<file path="src/rtl/riscv_pkg.sv">
// rtl/riscv_pkg.sv - shared constants and encodings for the retire monitor
package riscv_pkg;

  localparam logic [31:0] HALT_INST0_DEF = 32'h00c00093;
  localparam logic [31:0] HALT_INST1_DEF = 32'h00008067;

  typedef enum logic [1:0] {
    ST_IDLE   = 2'd0,
    ST_ARMED  = 2'd1,
    ST_HALTED = 2'd2
  } halt_state_e;

  typedef enum logic [1:0] {
    SEL_RD   = 2'd0,
    SEL_BR   = 2'd1,
    SEL_ST   = 2'd2,
    SEL_HOLD = 2'd3
  } out_sel_e;

  // A write to x0 does not count as a write.
  function automatic out_sel_e pick_out_sel(input logic rd_we, input logic [4:0] rd_wa,
                                            input logic is_branch, input logic is_store);
    if (rd_we && (rd_wa != 5'd0)) return SEL_RD;
    else if (is_branch)           return SEL_BR;
    else if (is_store)            return SEL_ST;
    else                          return SEL_HOLD;
  endfunction

endpackage

</file>
<file path="src/rtl/riscv_halt_detect.sv">
// rtl/riscv_halt_detect.sv - two-instruction halt idiom detector (IDLE/ARMED/HALTED)
module riscv_halt_detect
  import riscv_pkg::*;
#(
  parameter logic [31:0] HALT_INST0 = HALT_INST0_DEF,
  parameter logic [31:0] HALT_INST1 = HALT_INST1_DEF
) (
  input  logic        i_clk,
  input  logic        i_rst_n,
  input  logic        i_valid,
  input  logic [31:0] i_inst,
  output logic        o_halted,
  output logic        o_accept
);

  halt_state_e r_state;
  logic        r_halted;
  logic        w_accept;

  assign w_accept = i_valid && (r_state != ST_HALTED);
  assign o_accept = w_accept;
  assign o_halted = r_halted;

  // Bubbles leave the state alone, so stalls between the pair keep ARMED.
  always_ff @(posedge i_clk or negedge i_rst_n) begin
    if (!i_rst_n) begin
      r_state  <= ST_IDLE;
      r_halted <= 1'b0;
    end else if (w_accept) begin
      case (r_state)
        ST_IDLE: begin
          if (i_inst == HALT_INST0) r_state <= ST_ARMED;
        end
        ST_ARMED: begin
          if (i_inst == HALT_INST1) begin
            r_state  <= ST_HALTED;
            r_halted <= 1'b1;
          end else if (i_inst != HALT_INST0) begin
            r_state <= ST_IDLE;
          end
        end
        default: r_state <= r_state;
      endcase
    end
  end

endmodule

</file>
<file path="src/rtl/riscv_retire_monitor.sv">
// rtl/riscv_retire_monitor.sv - retired-instruction counter, observable result and halt flag
module riscv_retire_monitor
  import riscv_pkg::*;
#(
  parameter int          CNT_WIDTH  = 32,
  parameter logic [31:0] HALT_INST0 = HALT_INST0_DEF,
  parameter logic [31:0] HALT_INST1 = HALT_INST1_DEF
) (
  input  logic                 CLK,
  input  logic                 RSTn,
  input  logic                 RETIRE_VALID,
  input  logic [31:0]          RETIRE_INST,
  input  logic                 RETIRE_RD_WE,
  input  logic [4:0]           RETIRE_RD_WA,
  input  logic [31:0]          RETIRE_RD_WD,
  input  logic                 RETIRE_IS_BRANCH,
  input  logic                 RETIRE_BR_TAKEN,
  input  logic                 RETIRE_IS_STORE,
  input  logic [31:0]          RETIRE_MEM_ADDR,
  output logic [CNT_WIDTH-1:0] NUM_INST,
  output logic [31:0]          OUTPUT_PORT,
  output logic                 HALT
);

  logic                 w_accept;
  logic                 w_halted;
  out_sel_e             w_sel;
  logic [CNT_WIDTH-1:0] r_num_inst;
  logic [31:0]          r_output_port;

  riscv_halt_detect #(
    .HALT_INST0 (HALT_INST0),
    .HALT_INST1 (HALT_INST1)
  ) u_halt_detect (
    .i_clk    (CLK),
    .i_rst_n  (RSTn),
    .i_valid  (RETIRE_VALID),
    .i_inst   (RETIRE_INST),
    .o_halted (w_halted),
    .o_accept (w_accept)
  );

  assign w_sel = pick_out_sel(RETIRE_RD_WE, RETIRE_RD_WA, RETIRE_IS_BRANCH, RETIRE_IS_STORE);

  always_ff @(posedge CLK or negedge RSTn) begin
    if (!RSTn) begin
      r_num_inst    <= '0;
      r_output_port <= '0;
    end else if (w_accept) begin
      if (r_num_inst != {CNT_WIDTH{1'b1}})
        r_num_inst <= r_num_inst + {{(CNT_WIDTH-1){1'b0}}, 1'b1};
      case (w_sel)
        SEL_RD:  r_output_port <= RETIRE_RD_WD;
        SEL_BR:  r_output_port <= {31'b0, RETIRE_BR_TAKEN};
        SEL_ST:  r_output_port <= RETIRE_MEM_ADDR;
        default: r_output_port <= r_output_port;
      endcase
    end
  end

  assign NUM_INST    = r_num_inst;
  assign OUTPUT_PORT = r_output_port;
  assign HALT        = w_halted;

endmodule

</file>
<file path="config.mk">
export PLATFORM = sky130hd
export DESIGN_NAME = riscv_retire_monitor
export DESIGN_NICKNAME = d
export VERILOG_FILES = /design/src/rtl/riscv_pkg.sv /design/src/rtl/riscv_halt_detect.sv /design/src/rtl/riscv_retire_monitor.sv
export SDC_FILE = /design/constraint.sdc
export NUM_CORES = 1
export LEC_CHECK = 0
export ABC_CLOCK_PERIOD_IN_PS = 3000
export BUFFER_PORTS_ARGS = -buffer_cell sky130_fd_sc_hd__buf_2
export CAP_MARGIN = 25
export CORE_MARGIN = 3
export CORE_UTILIZATION = 35
export CTS_CLUSTER_SIZE = 14
export DETAILED_ROUTE_END_ITERATION = 16
export GPL_ROUTABILITY_DRIVEN = 0
export PLACE_DENSITY_LB_ADDON = 0.05
export SYNTH_ARGS = -nofsm -noshare
export SYNTH_HDL_FRONTEND = slang
export SYNTH_SLANG_ARGS = --single-unit
</file>
<file path="constraint.sdc">
create_clock -name CLK -period 3 [get_ports CLK]
set_clock_uncertainty 0.15 [all_clocks]
set_input_delay 0.6 -clock CLK [delete_from_list [all_inputs] [get_ports CLK]]
set_output_delay 0.6 -clock CLK [all_outputs]
set_load 0.005 [all_outputs]
</file>
==> flow_summary.json, run 1 <==
{
  "fin_nets": 674,
  "wirelength_mm": 9.58,
  "hpwl_mm": 7.45,
  "synth_compound_area_frac": 0.124,
  "tritoncts": "done",
  "tightest_slew_ps": 599,
  "final.setup.tns_ps": 0,
  "synthSimpleGateAreaFrac": 0.266,
  "fin_crit_sh": 0.854,
  "synth.most_common_cell": "nor2_1",
  "clock_latency_ps": 340,
  "cap_violations": 0,
  "yosysWarnings": 0,
  "synthCells": 390,
  "holdBufCountCts": 0,
  "area_growth_pct": 36.1,
  "num_rows": 35,
  "viasPerCell": 4.75,
  "die_w_um": 105,
  "vdd_drop_max_uv": 323,
  "layout-drive-gt1-share": 0.367,
  "dr_total_vias": 3309,
  "outcome": "finished clean",
  "io-pin-count": 173,
  "ant_nets": 0,
  "arrival_ps": 2680,
  "power.density_mw_per_mm2": 504,
  "post_cts_buffers": 0,
  "postSynthAreaPerCell_sq_um": 8.76,
  "synth_commonest_cells": "71 x nor2_1, 67 x dfrtp_1, 65 x a21oi_1",
  "design_area_sq_mm": 0.00465,
  "synth_async_sr_flop_share": 1.00,
  "portBuffers": 172,
  "clkTransAtPathRegs_ps": 80,
  "synth_area_sq_mm": 0.00342,
  "synth_enable_flop_cells": 0,
  "yosys_register_bits": 67,
  "grtUsageTotal": 0.173,
  "cp-start-kind": "input port",
  "synth.distinct_cells": 42,
  "cts_resized": 0,
  "finalSetupViolations": 0,
  "antenna_cells": 0,
  "grt_first_pass_wirelength_mm": 15.6,
  "synth_top_flop_cell": "dfrtp_1",
  "antenna_found_initial": 1,
  "first_iter_violations": 124,
  "rsz0062_at_grt": "false",
  "period_minus_slack_ps": 2560,
  "overflow": 0,
  "htreeDepth": 3,
  "synth_area_leader_cell": "dfrtp_1",
  "crit_path_end_kind": "register",
  "synthAdderAreaFrac": 0.0146,
  "hp-class": "input port to asynchronous set/reset pin",
  "timing.fmax_ghz": 0.390,
  "wl_per_cell_um": 13.8,
  "synth_top_area_frac": 0.490,
  "synth-xor-area-share": 0.0666,
  "dr.pass1.iters": 4,
  "synthTopCellsByArea": "dfrtp_1 49%, a21oi_1 9.5%, nor2_1 7.8%",
  "grt_pass1_vias": 3201,
  "postSynthNetCount": 502,
  "core_area_sq_mm": 0.00937,
  "fp.dieH_um": 105,
  "slew_viol_final": 0,
  "slew_headroom": 0.601,
  "cts-root-buf": "clkbuf_8",
  "ys_seq_area_frac": 0.490,
  "cp_max_fo": 32,
  "yosys-mux-area-fraction": 0.0128,
  "synth_top_family_by_area": "simple AND/OR/NAND/NOR gates",
  "clockBufferDepth": 2,
  "cts_made_buffers": 9,
  "placedInstanceArea_sq_mm": 0.00446,
  "required_ps": 3120,
  "hold_violations": 0,
  "start_util": 0.365,
  "n_fill_cell": 980,
  "cts_sinks": 67,
  "grt_max_degree": 45,
  "p_leak_nw": 2.31,
  "path_class": "input port to register",
  "dieArea_sq_mm": 0.0110,
  "drc_errors": 0
}
logic make-up after synthesis:
| logic type | after synthesis |
|---|---|
| AND/OR/NAND/NOR | 187 |
| multiplexers | 4 |
| buffers and inverters | 23 |
| AO/OA/AOI/OAI | 79 |
| XOR/XNOR | 26 |
| adder cells (fa/ha/maj) | 4 |
| flip-flops | 67 |
registers in the layout, summed over array words and instances (netlist names):
register and flops:
u_halt_detect.o_halted 1, u_halt_detect.r_state 2, OUTPUT_PORT 32, NUM_INST 32
per-stage QoR:
stage                     utilization  hold slack [ps]  std cells  total power [mW]  setup slack (ps)
after floorplan                     -              154        390              1.35               257
after global placement          0.476              302        680              1.61               145
after detailed placement        0.476              305        680              1.63              52.4
after CTS                       0.496              140        696              2.38               406
after global routing            0.496              154        696              2.49               190
final                           0.496              134        696              2.34               438
area by class of cell:
cell class | instances | area [sq um] | area share
clock buffers | 10 | 128 | 0.0274
clock inverters | 6 | 66.3 | 0.0143
inverters | 6 | 22.5 | 0.00484
multi-input cells | 300 | 1670 | 0.358
flip-flops and latches | 67 | 1680 | 0.361
well taps | 129 | 161 | 0.0347
repair buffers | 178 | 931 | 0.200
final timing paths:
path / from / end / slack (ps) / cells after the start
worst max register to register: NUM_INST[18]$_DFFE_PN0P_ / NUM_INST[8]$_DFFE_PN0P_ / 810 / 5
min in group CLK: u_halt_detect.o_halted$_DFFE_PN0P_ / u_halt_detect.o_halted$_DFFE_PN0P_ / 320 / 1
max in group asynchronous: RSTn / NUM_INST[0]$_DFFE_PN0P_ / 2160 / 2
worst min register to register: u_halt_detect.o_halted$_DFFE_PN0P_ / u_halt_detect.o_halted$_DFFE_PN0P_ / 320 / 1
worst min-delay path: RSTn / OUTPUT_PORT[21]$_DFFE_PN0P_ / 130 / 2
worst max-delay path: RETIRE_RD_WA[2] / OUTPUT_PORT[0]$_DFFE_PN0P_ / 440 / 8
critical path, cell delays in order:
cell     delay, ps
buf_2           90
or4_1          550
o21ai_0        200
and2_1         200
ha_2           590
a22oi_1        120
o21ai_0        170
mux2_2         160
routing by layer:
metal | track usage | routed length (um) | vias up
met5 | 0 | 13 | -
met2 | 0.299 | 4850 | 78
met1 | 0.215 | 4030 | 1526
met4 | 0.0544 | 128 | 2
li1 | - | - | 1689
met3 | 0.0377 | 556 | 14
cell usage in the layout, fill, tap and decap left out, types with 4 or more instances in the layout:
cell and n:
nor3_1 5, nand2_1 49, nor4_1 6, buf_4 4
xor2_1 9, a21oi_1 65, dfrtp_1 67, nand4_1 11
clkbuf_8 9, inv_1 6, buf_2 172, nor2_1 70
xnor2_1 17, o21ai_0 4, nand3_1 11, and4_1 5
and3_1 10
where the power goes:
group / internal, mW / switching, mW / leakage [nW]
clock: 0.386 / 0.358 / 0.100
combinational: 0.252 / 0.246 / 1.36
sequential: 1.01 / 0.0905 / 0.846
total: 1.65 / 0.695 / 2.31
Power figures use the tool's default switching activity.
==> run 2: changes to the inputs <==
--- a/config.mk
+++ b/config.mk
@@ -5,6 +5,7 @@
 export SDC_FILE = /design/constraint.sdc
 export NUM_CORES = 1
 export LEC_CHECK = 0
+export ABC_AREA = 1
 export ABC_CLOCK_PERIOD_IN_PS = 3000
 export BUFFER_PORTS_ARGS = -buffer_cell sky130_fd_sc_hd__buf_2
 export CAP_MARGIN = 25
==> flow_summary.json, run 2 <==
{
  "outcome": "finished clean",
  "postSynthNetCount": 693,
  "drc_errors": 0,
  "tritoncts": "done",
  "htreeDepth": 3,
  "grt_first_pass_wirelength_mm": 20.2,
  "cts_resized": 0,
  "cp-start-kind": "input port",
  "grt_pass1_vias": 4223,
  "cp_slowest_cell": "o31ai_1",
  "layout_common_cells": "228 x nand2_1, 172 x buf_2, 97 x nor2_1, 67 x dfrtp_1, 36 x inv_1",
  "layout-drive-gt1-share": 0.273,
  "rrSetupSlack_ps": 860,
  "crit_start": "RETIRE_RD_WA[3]",
  "antenna_cells": 0,
  "hp-class": "input port to asynchronous set/reset pin",
  "crit_family": "buffers and inverters",
  "synth_area_leader_cell": "dfrtp_1",
  "synth_async_sr_flop_share": 1.00,
  "layout_commonest_cell": "nand2_1",
  "vdd_drop_max_uv": 290,
  "clkTransAtPathRegs_ps": 60,
  "synth.most_common_cell": "nand2_1",
  "period_minus_slack_ps": 2230,
  "num_rows": 38,
  "die_w_um": 114,
  "cap_violations": 0,
  "portBuffers": 172,
  "first_iter_violations": 167,
  "p_leak_nw": 2.86,
  "io-pin-count": 173,
  "hpwl_mm": 9.13,
  "wl_per_cell_um": 13.6,
  "synthTopCellsByArea": "dfrtp_1 41%, nand2_1 21%, nor2_1 9.0%",
  "holdBufCountCts": 0,
  "timing.fmax_ghz": 0.448,
  "finalPower_mw": 2.77,
  "post_cts_buffers": 0,
  "r2r-start": "NUM_INST[0]$_DFFE_PN0P_",
  "start_util": 0.367,
  "grt_max_degree": 50,
  "cts_made_buffers": 9,
  "path_cells": "buf_2 -> nor2_1 -> nand2_1 -> o21ai_0 -> nand2_1 -> inv_1 -> ha_1 -> inv_1 -> buf_12 -> nor2_1 -> o31ai_1",
  "yosysWarnings": 0,
  "tightest_slew_ps": 885,
  "fin_crit_sh": 0.744,
  "rsz0062_at_grt": "false",
  "synthCells": 581,
  "dieArea_sq_mm": 0.0129,
  "clock_latency_ps": 330,
  "crit_path_end_kind": "register",
  "cts-root-buf": "clkbuf_16",
  "yosys_register_bits": 67,
  "final.setup.tns_ps": 0,
  "postSynthAreaPerCell_sq_um": 6.99,
  "ant_nets": 0,
  "synth_enable_flop_cells": 0,
  "viasPerCell": 4.78,
  "fin_nets": 862,
  "grtUsageTotal": 0.194,
  "fp.dieH_um": 114,
  "final_core_util": 0.487,
  "wirelength_mm": 12.1,
  "synth.distinct_cells": 29,
  "synth_area_sq_mm": 0.00406,
  "slowest_delay_ps": 250,
  "dr.pass1.iters": 5,
  "finalSetupViolations": 0,
  "n_fill_cell": 1145,
  "cp.buffers_inverters": 4,
  "cp_max_fo": 25,
  "dr_total_vias": 4274,
  "ys_seq_area_frac": 0.413,
  "required_ps": 3080,
  "core_area_sq_mm": 0.0111,
  "overflow": 0,
  "area_growth_pct": 32.9,
  "cts_sinks": 67,
  "arrival_ps": 2320,
  "path_class": "input port to register",
  "synth_commonest_cells": "228 x nand2_1, 97 x nor2_1, 67 x dfrtp_1",
  "slew_headroom": 0.410,
  "hold_violations": 0,
  "synth_top_flop_cell": "dfrtp_1",
  "power.density_mw_per_mm2": 513,
  "clockBufferDepth": 2,
  "slew_viol_final": 0,
  "synth_top_area_frac": 0.413,
  "antenna_found_initial": 0
}
## run 2: worst register-to-register path, cell delays in order (launching register included)
cell	delay, ps
dfrtp_1	450
ha_1	270
inv_1	90
nor2_4	200
nand2_4	110
nor2_8	170
nand2_4	90
nand2_8	190
inv_6	140
nand2_1	110
nand2_1	50
## run 2: cell families after synthesis
kind of cell             after synthesis  synth area share
XOR/XNOR                              14            0.0302
adder cells (fa/ha/maj)                4            0.0123
AND/OR/NAND/NOR                      365             0.366
buffers and inverters                 59            0.0659
AO/OA/AOI/OAI                         71             0.111
multiplexers                           1           0.00246
flip-flops                            67             0.413
## run 2: final timing paths
| kind | to | cells after the start |
|---|---|---|
| max | OUTPUT_PORT[31]$_DFFE_PN0P_ | 11 |
| min reg2reg | u_halt_detect.o_halted$_DFFE_PN0P_ | 2 |
| min | NUM_INST[5]$_DFFE_PN0P_ | 1 |
| max reg2reg | NUM_INST[10]$_DFFE_PN0P_ | 10 |
| max in group asynchronous | OUTPUT_PORT[1]$_DFFE_PN0P_ | 2 |
| min in group CLK | u_halt_detect.o_halted$_DFFE_PN0P_ | 2 |
## run 2: layout make-up
| cell class | instances | area, sq um | share of cell area |
|---|---|---|---|
| clock buffer | 12 | 256 | 0.0475 |
| sequential | 67 | 1680 | 0.311 |
| timing repair buffer | 179 | 951 | 0.176 |
| clock inverter | 4 | 72.6 | 0.0134 |
| multi-input combinational | 455 | 2120 | 0.393 |
| tap | 140 | 175 | 0.0324 |
| inverter | 38 | 148 | 0.0273 |
## run 2: per-stage QoR
| stage | area [sq um] | std cells | hold WS (ps) | setup slack, ps |
|---|---|---|---|---|
| after floorplan | 4060 | 581 | 154 | 682 |
| after global placement | 5070 | 879 | 298 | 498 |
| after detailed placement | 5070 | 879 | 295 | 398 |
| after CTS | 5400 | 895 | 272 | 732 |
| after global routing | 5400 | 895 | 308 | 497 |
| final | 5400 | 895 | 236 | 768 |
## run 2: power by group
| part | switching [mW] | internal [mW] |
|---|---|---|
| combinational | 0.275 | 0.238 |
| clock | 0.392 | 0.771 |
| sequential | 0.0874 | 1.01 |
| total | 0.755 | 2.02 |
## run 2: per-layer routing
layer  global-route usage  share of wire  up-vias
met3               0.0483          0.071       23
met2                0.331           0.49      145
met4               0.0745          0.020        0
li1                     -              -     2187
met1                0.236           0.42     1919
met5                    0              0        -
